==> src/rtl/uart_controller_pkg.sv <==
// Shared UART definitions: register map, STATUS bit positions and the
// four-phase frame state used by both the transmitter and the receiver.
`ifndef UART_ADDRESS_WIDTH
`define UART_ADDRESS_WIDTH 4
`endif

package uart_controller_pkg;

  localparam int ADDR_W = `UART_ADDRESS_WIDTH;

  localparam logic [ADDR_W-1:0] UART_REG_DATA   = ADDR_W'(0);
  localparam logic [ADDR_W-1:0] UART_REG_STATUS = ADDR_W'(1);

  localparam int ST_TX_READY  = 0;
  localparam int ST_RX_VALID  = 1;
  localparam int ST_TX_IDLE   = 2;
  localparam int ST_OVERRUN   = 3;
  localparam int ST_FRAME_ERR = 4;

  typedef enum logic [1:0] {
    IDLE  = 2'd0,
    START = 2'd1,
    DATA  = 2'd2,
    STOP  = 2'd3
  } uart_state_t;

endpackage

==> src/rtl/bus_if.sv <==
// Simple single-cycle register bus; the slave never stalls.
`ifndef UART_ADDRESS_WIDTH
`define UART_ADDRESS_WIDTH 4
`endif

interface Bus_if;
  logic                           read;
  logic                           write;
  logic [`UART_ADDRESS_WIDTH-1:0] address;
  logic [31:0]                    data_wr;
  logic [31:0]                    data_rd;
  logic [3:0]                     mask;
  logic                           stall;

  modport master (output read, write, address, data_wr, mask, input data_rd, stall);
  modport slave  (input read, write, address, data_wr, mask, output data_rd, stall);
endinterface

==> src/rtl/uart_fifo.sv <==
// Byte FIFO with wrap-bit pointers; a push into a full FIFO is accepted only
// when a pop frees a slot in the same cycle.
module uart_fifo #(
  parameter int DEPTH = 8
) (
  input  logic       clk,
  input  logic       rst_n,
  input  logic       push,
  input  logic [7:0] wdata,
  input  logic       pop,
  output logic [7:0] rdata,
  output logic       full,
  output logic       empty
);

  localparam int AW = $clog2(DEPTH);

  logic [AW:0] wr_ptr;
  logic [AW:0] rd_ptr;
  logic [7:0]  mem [DEPTH];
  logic        do_push;
  logic        do_pop;

  assign empty   = (wr_ptr == rd_ptr);
  assign full    = (wr_ptr[AW] != rd_ptr[AW]) && (wr_ptr[AW-1:0] == rd_ptr[AW-1:0]);
  assign do_pop  = pop && !empty;
  assign do_push = push && (!full || do_pop);
  assign rdata   = mem[rd_ptr[AW-1:0]];

  always_ff @(posedge clk or negedge rst_n) begin
    if (!rst_n) begin
      wr_ptr <= '0;
      rd_ptr <= '0;
    end else begin
      if (do_push) wr_ptr <= wr_ptr + 1'b1;
      if (do_pop)  rd_ptr <= rd_ptr + 1'b1;
    end
  end

  // NOTE: storage has no reset; the pointers alone define what is valid.
  always_ff @(posedge clk) begin
    if (do_push) mem[wr_ptr[AW-1:0]] <= wdata;
  end

endmodule

==> src/rtl/uart_controller.sv <==
// Memory-mapped 8N1 UART: DATA/STATUS registers, TX byte FIFO feeding a
// transmit engine, and a mid-bit sampling receiver with sticky error flags.
module uart_controller
  import uart_controller_pkg::*;
#(
  parameter int CLK_FREQ      = 50_000_000,
  parameter int BAUD          = 115_200,
  parameter int TX_FIFO_DEPTH = 8
) (
  input  logic clk,
  input  logic rst_n,
  Bus_if.slave bus,
  input  logic rxd,
  output logic txd,
  output logic irq
);

  localparam int DIV   = CLK_FREQ / BAUD;
  localparam int CNT_W = $clog2(DIV);
  localparam logic [CNT_W-1:0] CNT_LAST  = CNT_W'(DIV - 1);
  localparam logic [CNT_W-1:0] HALF_LAST = CNT_W'(DIV / 2 - 1);

  generate
    if (DIV < 4) begin : g_div_check
      $error("uart_controller: CLK_FREQ/BAUD must be at least 4");
    end
    if (TX_FIFO_DEPTH < 2 || (TX_FIFO_DEPTH & (TX_FIFO_DEPTH - 1)) != 0) begin : g_depth_check
      $error("uart_controller: TX_FIFO_DEPTH must be a power of two >= 2");
    end
  endgenerate

  // Register decode
  logic sel_data, sel_status;
  logic data_rd_hit, status_rd_hit, data_wr_hit;

  assign sel_data      = (bus.address == UART_REG_DATA);
  assign sel_status    = (bus.address == UART_REG_STATUS);
  assign data_rd_hit   = bus.read  && sel_data;
  assign status_rd_hit = bus.read  && sel_status;
  assign data_wr_hit   = bus.write && sel_data;
  assign bus.stall     = 1'b0;

  logic unused_bus;
  assign unused_bus = ^{bus.mask, bus.data_wr[31:8]};

  // Transmit path
  logic       fifo_pop, fifo_full, fifo_empty;
  logic [7:0] fifo_rdata;

  uart_fifo #(.DEPTH(TX_FIFO_DEPTH)) u_tx_fifo (
    .clk   (clk),
    .rst_n (rst_n),
    .push  (data_wr_hit),
    .wdata (bus.data_wr[7:0]),
    .pop   (fifo_pop),
    .rdata (fifo_rdata),
    .full  (fifo_full),
    .empty (fifo_empty)
  );

  uart_state_t      tx_state, tx_state_d;
  logic [CNT_W-1:0] tx_cnt, tx_cnt_d;
  logic [2:0]       tx_bit, tx_bit_d;
  logic [7:0]       tx_shift, tx_shift_d;

  always_ff @(posedge clk or negedge rst_n) begin
    if (!rst_n) begin
      tx_state <= IDLE;
      tx_cnt   <= '0;
      tx_bit   <= '0;
      tx_shift <= '0;
    end else begin
      // NOTE: state registers use <= so every flop samples pre-edge values.
      tx_state <= tx_state_d;
      tx_cnt   <= tx_cnt_d;
      tx_bit   <= tx_bit_d;
      tx_shift <= tx_shift_d;
    end
  end

  always_comb begin
    // NOTE: every output gets a default first, so no path can infer a latch.
    tx_state_d = tx_state;
    tx_cnt_d   = tx_cnt;
    tx_bit_d   = tx_bit;
    tx_shift_d = tx_shift;
    fifo_pop   = 1'b0;
    case (tx_state)
      IDLE: begin
        if (!fifo_empty) begin
          fifo_pop   = 1'b1;
          tx_shift_d = fifo_rdata;
          tx_cnt_d   = '0;
          tx_bit_d   = '0;
          tx_state_d = START;
        end
      end
      START: begin
        if (tx_cnt == CNT_LAST) begin
          tx_cnt_d   = '0;
          tx_state_d = DATA;
        end else tx_cnt_d = tx_cnt + 1'b1;
      end
      DATA: begin
        if (tx_cnt == CNT_LAST) begin
          tx_cnt_d   = '0;
          tx_shift_d = {1'b0, tx_shift[7:1]};
          if (tx_bit == 3'd7) tx_state_d = STOP;
          else                tx_bit_d   = tx_bit + 1'b1;
        end else tx_cnt_d = tx_cnt + 1'b1;
      end
      STOP: begin
        if (tx_cnt == CNT_LAST) begin
          tx_cnt_d   = '0;
          tx_state_d = IDLE;
        end else tx_cnt_d = tx_cnt + 1'b1;
      end
      default: tx_state_d = IDLE;
    endcase
  end

  // Decoded from state so an asynchronous reset forces the line high at once.
  always_comb begin
    case (tx_state)
      START:   txd = 1'b0;
      DATA:    txd = tx_shift[0];
      default: txd = 1'b1;
    endcase
  end

  // Receive path
  logic [1:0]       rx_sync;
  logic             rx_prev, rx_s;
  uart_state_t      rx_state, rx_state_d;
  logic [CNT_W-1:0] rx_cnt, rx_cnt_d;
  logic [2:0]       rx_bit, rx_bit_d;
  logic [7:0]       rx_shift, rx_shift_d;
  logic             rx_load, rx_ferr;
  logic [7:0]       rx_data;
  logic             rx_valid, overrun, frame_err;

  assign rx_s = rx_sync[1];

  always_ff @(posedge clk or negedge rst_n) begin
    if (!rst_n) begin
      rx_sync  <= 2'b11;
      rx_prev  <= 1'b1;
      rx_state <= IDLE;
      rx_cnt   <= '0;
      rx_bit   <= '0;
      rx_shift <= '0;
    end else begin
      rx_sync  <= {rx_sync[0], rxd};
      rx_prev  <= rx_s;
      rx_state <= rx_state_d;
      rx_cnt   <= rx_cnt_d;
      rx_bit   <= rx_bit_d;
      rx_shift <= rx_shift_d;
    end
  end

  always_comb begin
    rx_state_d = rx_state;
    rx_cnt_d   = rx_cnt;
    rx_bit_d   = rx_bit;
    rx_shift_d = rx_shift;
    rx_load    = 1'b0;
    rx_ferr    = 1'b0;
    case (rx_state)
      IDLE: begin
        if (rx_prev && !rx_s) begin
          rx_cnt_d   = '0;
          rx_state_d = START;
        end
      end
      START: begin
        // Half-bit recheck rejects glitches and centres later samples.
        if (rx_cnt == HALF_LAST) begin
          rx_cnt_d   = '0;
          rx_bit_d   = '0;
          rx_state_d = rx_s ? IDLE : DATA;
        end else rx_cnt_d = rx_cnt + 1'b1;
      end
      DATA: begin
        if (rx_cnt == CNT_LAST) begin
          rx_cnt_d   = '0;
          rx_shift_d = {rx_s, rx_shift[7:1]};
          if (rx_bit == 3'd7) rx_state_d = STOP;
          else                rx_bit_d   = rx_bit + 1'b1;
        end else rx_cnt_d = rx_cnt + 1'b1;
      end
      STOP: begin
        if (rx_cnt == CNT_LAST) begin
          rx_cnt_d   = '0;
          rx_state_d = IDLE;
          rx_load    = rx_s;
          rx_ferr    = !rx_s;
        end else rx_cnt_d = rx_cnt + 1'b1;
      end
      default: rx_state_d = IDLE;
    endcase
  end

  // A new byte wins over a same-cycle clear; flag sets win over STATUS clears.
  always_ff @(posedge clk or negedge rst_n) begin
    if (!rst_n) begin
      rx_data   <= '0;
      rx_valid  <= 1'b0;
      overrun   <= 1'b0;
      frame_err <= 1'b0;
    end else begin
      if (rx_load) begin
        rx_data  <= rx_shift;
        rx_valid <= 1'b1;
      end else if (data_rd_hit) begin
        rx_valid <= 1'b0;
      end
      if (rx_load && rx_valid && !data_rd_hit) overrun <= 1'b1;
      else if (status_rd_hit)                  overrun <= 1'b0;
      if (rx_ferr)            frame_err <= 1'b1;
      else if (status_rd_hit) frame_err <= 1'b0;
    end
  end

  assign irq = rx_valid;

  always_comb begin
    bus.data_rd = '0;
    if (data_rd_hit) begin
      bus.data_rd = {24'b0, rx_data};
    end else if (status_rd_hit) begin
      bus.data_rd[ST_TX_READY]  = !fifo_full;
      bus.data_rd[ST_RX_VALID]  = rx_valid;
      bus.data_rd[ST_TX_IDLE]   = fifo_empty && (tx_state == IDLE);
      bus.data_rd[ST_OVERRUN]   = overrun;
      bus.data_rd[ST_FRAME_ERR] = frame_err;
    end
  end

endmodule

==> src/flat_wrapper.sv <==
// flat-port wrapper written by rule: the top's interface ports become plain ports
module uart_controller_flat import uart_controller_pkg::*;
#(
  parameter int CLK_FREQ      = 50_000_000,
  parameter int BAUD          = 115_200,
  parameter int TX_FIFO_DEPTH = 8
)
  (clk, rst_n, rxd, txd, irq, bus_read, bus_write, bus_address, bus_data_wr, bus_mask, bus_data_rd, bus_stall);
  Bus_if bus_i ();
  input  logic clk;
  input  logic rst_n;
  input  logic rxd;
  output logic txd;
  output logic irq;
  input wire logic [$bits(bus_i.read)-1:0] bus_read;
  input wire logic [$bits(bus_i.write)-1:0] bus_write;
  input wire logic [$bits(bus_i.address)-1:0] bus_address;
  input wire logic [$bits(bus_i.data_wr)-1:0] bus_data_wr;
  input wire logic [$bits(bus_i.mask)-1:0] bus_mask;
  output wire logic [$bits(bus_i.data_rd)-1:0] bus_data_rd;
  output wire logic [$bits(bus_i.stall)-1:0] bus_stall;
  assign bus_i.read = bus_read;
  assign bus_i.write = bus_write;
  assign bus_i.address = bus_address;
  assign bus_i.data_wr = bus_data_wr;
  assign bus_i.mask = bus_mask;
  assign bus_data_rd = bus_i.data_rd;
  assign bus_stall = bus_i.stall;
  uart_controller #(.CLK_FREQ(CLK_FREQ), .BAUD(BAUD), .TX_FIFO_DEPTH(TX_FIFO_DEPTH)) u_core (.clk(clk), .rst_n(rst_n), .bus(bus_i), .rxd(rxd), .txd(txd), .irq(irq));
endmodule
==> config.mk <==
export PLATFORM = sky130hd
export DESIGN_NAME = uart_controller_flat
export DESIGN_NICKNAME = d
export VERILOG_FILES = /design/src/rtl/uart_controller_pkg.sv /design/src/rtl/bus_if.sv /design/src/rtl/uart_fifo.sv /design/src/rtl/uart_controller.sv /design/src/flat_wrapper.sv
export SDC_FILE = /design/constraint.sdc
export NUM_CORES = 1
export LEC_CHECK = 0
export BUFFER_PORTS_ARGS = -buffer_cell sky130_fd_sc_hd__buf_4
export CAP_MARGIN = 10
export CORE_ASPECT_RATIO = 0.8
export CORE_MARGIN = 5
export CORE_UTILIZATION = 50
export DETAILED_ROUTE_END_ITERATION = 10
export PLACE_DENSITY = 0.74
export SYNTH_ARGS = -nofsm -noshare
export SYNTH_HDL_FRONTEND = slang
export SYNTH_SLANG_ARGS = --single-unit
export TNS_END_PERCENT = 5
==> constraint.sdc <==
create_clock -name clk -period 5.6 [get_ports clk]
set_clock_uncertainty 0.15 [all_clocks]
set_input_delay 0.84 -clock clk [delete_from_list [all_inputs] [get_ports clk]]
set_output_delay 0.84 -clock clk [all_outputs]
set_load 0.02 [all_outputs]
==> metrics.sh <==
GLOBALROUTETOTALUTIL_PCT=16.9
POSTSYNTH.ASYNCRESETSHARE_PCT=50.8
WL_PER_CELL_UM=16.9
FP-ROW-COUNT=36
CLKTRANSATPATHREGS_NS=0.06
CLOCK_PATH_BUFFERS=2
WORST_EP_REQUIRED_TIME_NS=4.61
POWER_PER_CELL_AREA_nW_PER_UM2=446
SYNTHTOLAYOUTAREAGROWTH_PCT=13.7
GRT_START_MAX_NET_PINS=67
TIMING.CRITICAL_PATH.FANOUT_MAX=18
GRT.MET3_USAGE_PCT=5.13
GRT_PASS1_WL_UM=19300
NFILLCELLS=946
GLOBAL_ROUTE.PEAK_USAGE_LAYER='met2'
NUMBER_OF_DIFFERENT_LIBRARY_CELLS_IN_THE_POST_SYNTHESIS_NETLIST=67
MIN_PATH_TYPE='reg2reg'
TIMING.FINAL.CRIT_PERIOD_NS=3.46
ENDPOINT_KIND='output pin'
CP_DATA_ARRIVAL_TIME_NS=2.47
MAX_FREQ_MHz=289
DRT_WL_TOTAL_UM=11700
CRIT-REG2REG-CAPTURE='u_core.u_tx_fifo.mem[6][7]'
POWER.LEAKAGE_nW=2.91
DRT_FIRST_PASS_ITERS=5
POST_CTS_REPAIR_TIMING_SETUP_BUFFER_COUNT=0
CRIT_PATH_START_KIND='flop'
TIMING.SLEW.HEADROOM_PCT=23.6
MULTIINPUTGATEAREA_UM2=2430
SWITCHING_SHARE_PCT=32.3
CTS_HTREE_LEVELS=4
REGTOREGSETUPSLACK_NS=2.86
RR_WORST_DEPTH=5
FINALSETUPTNS_NS=0
BOUNDARYPINS=80
SETUP_REPAIR_AFTER_GLOBAL_ROUTING_MISSED_ITS_MARGIN='false'
DIE_H_UM=110
SHARE_OF_TOTAL_POWER_IN_SEQUENTIAL_CELLS_PCT=39.6
SEQ_AREA_UM2=3580
GLOBALPLACE.CONGESTION=0.772
WORST_PATH_DOMINANT_CELL_FAMILY='flip-flops'
NUMCTSBUFFERS=17
SYNTH_SEQ_CELLS=130
CRIT_PATH_CELL_TRACE='xor2_1 > or4_4 > mux2i_1 > nor2_1 > buf_4'
TIGHTEST_SLEW_NS=1.14
YOSYSWARNINGCOUNT=0
SWITCHING_POWER_SUMMED_OVER_ALL_NETS_mW=1.03
SLOWEST_DELAY_NS=0.85
LAYOUT.CELLS.NON_FILLER=694
CRITICAL_PATH_BUF_INV_COUNT=1
CRIT-REG2REG-LAUNCH='u_core.u_tx_fifo.rd_ptr[2]'
NUMBER_OF_ANTENNA_VIOLATIONS_AT_THE_FIRST_CHECK_IN_GLOBAL_ROUTING=0
POST_CTS_RESIZE_COUNT=0
PLACED_CELLS=661
POST-ROUTE-PERIOD-UTIL_PCT=61.8
FINAL_MAX_SLEW_VIOL_COUNT=0
POSTSYNTHAREAPERCELL_UM2=13.1
HOLD_FIX_BUFFERS_AT_CTS=0
CTS_SINKS=130
SYNTHESIS.AREA_UM2=6300
FIRST_GLOBAL_VIAS=3749
DETAIL_ROUTE.DRC_VIOLATIONS=0
MAX_CAP_VIOL_COUNT=0
INITIAL_CORE_UTIL_PCT=51.4
CLOCK-ROOT-BUFFER='sky130_fd_sc_hd__clkbuf_16'
INTERNAL-POWER_mW=2.16
ROUTE.DETAILED.VIAS_PER_INST=5.55
EDFF_COUNT_SYNTH=64
FP.DIEAREA_UM2=15000
PORT-BUFFER-COUNT=26
FINALHOLDWORSTSLACK_NS=0.207
CTS_TREE='done'
SETUP_VIOL=0
SYNTH_TOP_AREA_SHARE_PCT=30.5
INSTANCE_COUNT_ALONG_THE_MOST_CRITICAL_HOLD_PATH=0
POST_SYNTH_MAIN_AREA_CONTRIBUTORS='sky130_fd_sc_hd__edfxtp_1 (31%), sky130_fd_sc_hd__dfrtp_1 (25%), sky130_fd_sc_hd__mux4_2 (5.0%)'
FRACTION_OF_LAYOUT_CELLS_WITH_A_SIZE_SUFFIX_ABOVE_1_PCT=21.0
ANTENNA_CELLS_INSERTED=0
GLOBAL_ROUTE.USAGE.MET1_PCT=22.4
COMBINATIONALPOWERSHARE_PCT=26.8
DP.FINAL_HPWL_UM=7610
SYN_INST=479
DIEWIDTH_UM=135
GR-TOTAL-OVERFLOW=0
DESIGN.CORE.AREA_UM2=12300
MAX-VDD-IR-DROP_mV=0.285
CRITICAL_PATH.SLOWEST_CELL='sky130_fd_sc_hd__dfrtp_1'
DRT-INITIAL-DRC-COUNT=263
NNETSFINAL=571
VIAS=3851
CLOCK_INSERTION_DELAY_WORST_SKEW_NS=0.41
OUTCOME='finished, final reports clean'
YOSYS_MOST_USED_DFF='sky130_fd_sc_hd__edfxtp_1'
WORSTHOLDSTART='u_core.rx_sync[0]'
WORSTHOLDENDPOINT='u_core.rx_sync[1]'
TIMING_HOLD_VIOLATIONS_FINAL=0
DRT_ANTENNA_NET_COUNT=0
GRT_UTIL_MET2_PCT=26.9
POST-SYNTH-TOP-AREA-CELL='sky130_fd_sc_hd__edfxtp_1'
TIMING_WORST_SETUP_PATH_TYPE='reg2out'
SYNTH-SEQ-AREA-SHARE_PCT=56.8
MOST-COMMON-LAYOUT-CELLS='sky130_fd_sc_hd__edfxtp_1 (64), sky130_fd_sc_hd__dfrtp_1 (63), sky130_fd_sc_hd__buf_4 (37), sky130_fd_sc_hd__nand2_1 (32), sky130_fd_sc_hd__conb_1 (25)'
FINAL_COMMON_CELL='sky130_fd_sc_hd__edfxtp_1'
CLOCKPOWERSHARE_PCT=33.6
-- cell type report --
class / count / share of cell area, %
Sequential cell: 130 / 49.9
Multi-Input combinational cell: 302 / 33.9
Clock buffer: 18 / 5.99
Timing Repair Buffer: 38 / 3.95
Tap cell: 171 / 2.99
Clock inverter: 14 / 2.15
Inverter: 21 / 1.10
-- logic make-up (layout without fill, tap and decap cells) --
kind of cell | Yosys count | count (layout) | share of synthesized area, %
compound gates | 78 | 78 | 9.10
xor+xnor | 14 | 14 | 2.36
fa+ha+maj | 16 | 16 | 3.18
buf+inv | 71 | 91 | 6.18
flops | 130 | 130 | 56.8
mux | 46 | 46 | 11.0
other cells | 1 | 25 | 0.0595
simple gates | 123 | 123 | 11.3
-- sequential cells by signal, indices dropped and copies added, names as in the netlist, named ones only --
signal / count
u_core.u_tx_fifo.wr_ptr: 4
u_core.u_tx_fifo.rd_ptr: 4
u_core.frame_err: 1
u_core.rx_sync: 2
u_core.rx_cnt: 9
u_core.rx_bit: 3
u_core.rx_shift: 8
u_core.tx_bit: 3
u_core.tx_shift: 8
u_core.rx_state: 1
u_core.rx_prev: 1
u_core.overrun: 1
u_core.irq: 1
u_core.tx_cnt: 9
u_core.rx_data: 8
u_core.tx_state: 2
u_core.u_tx_fifo.mem: 64
-- power by group through the flow --
stage,Sequential (mW),Combinational (mW),Clock (mW)
final,1.26,0.855,1.07
after global routing,1.28,0.954,1.15
after CTS,1.26,0.863,1.10
after detailed placement,1.28,0.858,0
after global placement,1.27,0.822,0
after floorplan,1.20,0.754,0
-- worst max path at each step --
stage / startpoint / endpoint / slack [ns] / depth (start not counted)
2_1_floorplan: bus_address[1] / bus_data_rd[5] / 2.59 / 4
6_report: u_core.u_tx_fifo.rd_ptr[2] / bus_data_rd[0] / 2.14 / 5
4_1_cts: u_core.u_tx_fifo.rd_ptr[2] / bus_data_rd[0] / 2.10 / 5
5_1_grt: u_core.u_tx_fifo.rd_ptr[2] / bus_data_rd[0] / 1.94 / 5
3_3_place_gp: bus_address[1] / bus_data_rd[5] / 2.42 / 5
3_5_place_dp: bus_address[1] / bus_data_rd[6] / 2.38 / 5
-- routing by layer --
| layer | vias up | wire length [um] |
|---|---|---|
| met4 | 0 | 172 |
| met5 | - | 0 |
| met2 | 120 | 5570 |
| li1 | 1801 | - |
| met1 | 1912 | 5200 |
| met3 | 18 | 761 |
-- cell usage after synthesis, drive strengths merged, types with 2 or more instances --
| cell | n |
|---|---|
| nand3 | 14 |
| ha | 16 |
| o211ai | 4 |
| a21o | 3 |
| a2bb2oi | 3 |
| a2111oi | 5 |
| o21a | 5 |
| xnor2 | 9 |
| and2 | 7 |
| mux2i | 12 |
| mux2 | 18 |
| o21ai | 15 |
| mux4 | 16 |
| dfstp | 3 |
| or3 | 3 |
| o2bb2ai | 2 |
| and4 | 2 |
| nor2b | 8 |
| nor2 | 13 |
| a21oi | 10 |
| or4 | 3 |
| a22o | 3 |
| nand2 | 32 |
| nand3b | 2 |
| xor2 | 5 |
| inv | 21 |
| buf | 40 |
| and3 | 6 |
| nor4b | 2 |
| edfxtp | 64 |
| a31oi | 3 |
| o221a | 2 |
| clkbuf | 10 |
| a211oi | 10 |
| nor4 | 8 |
| o32ai | 2 |
| nor3 | 11 |
| nand2b | 4 |
| or3b | 2 |
| dfrtp | 63 |
| o22ai | 5 |
-- per-stage QoR --
| step | area (um2) | total power, mW | worst slack, ns | utilization [%] |
|---|---|---|---|---|
| floorplan | 6390 | 1.95 | 2.59 | - |
| global placement | 6580 | 2.10 | 2.42 | 53.7 |
| detailed placement | 6580 | 2.14 | 2.38 | 53.7 |
| CTS | 7160 | 3.22 | 2.10 | 58.4 |
| global route | 7160 | 3.38 | 1.94 | 58.5 |
| finish | 7160 | 3.19 | 2.14 | 58.5 |
(Power assumes the default switching activity.)
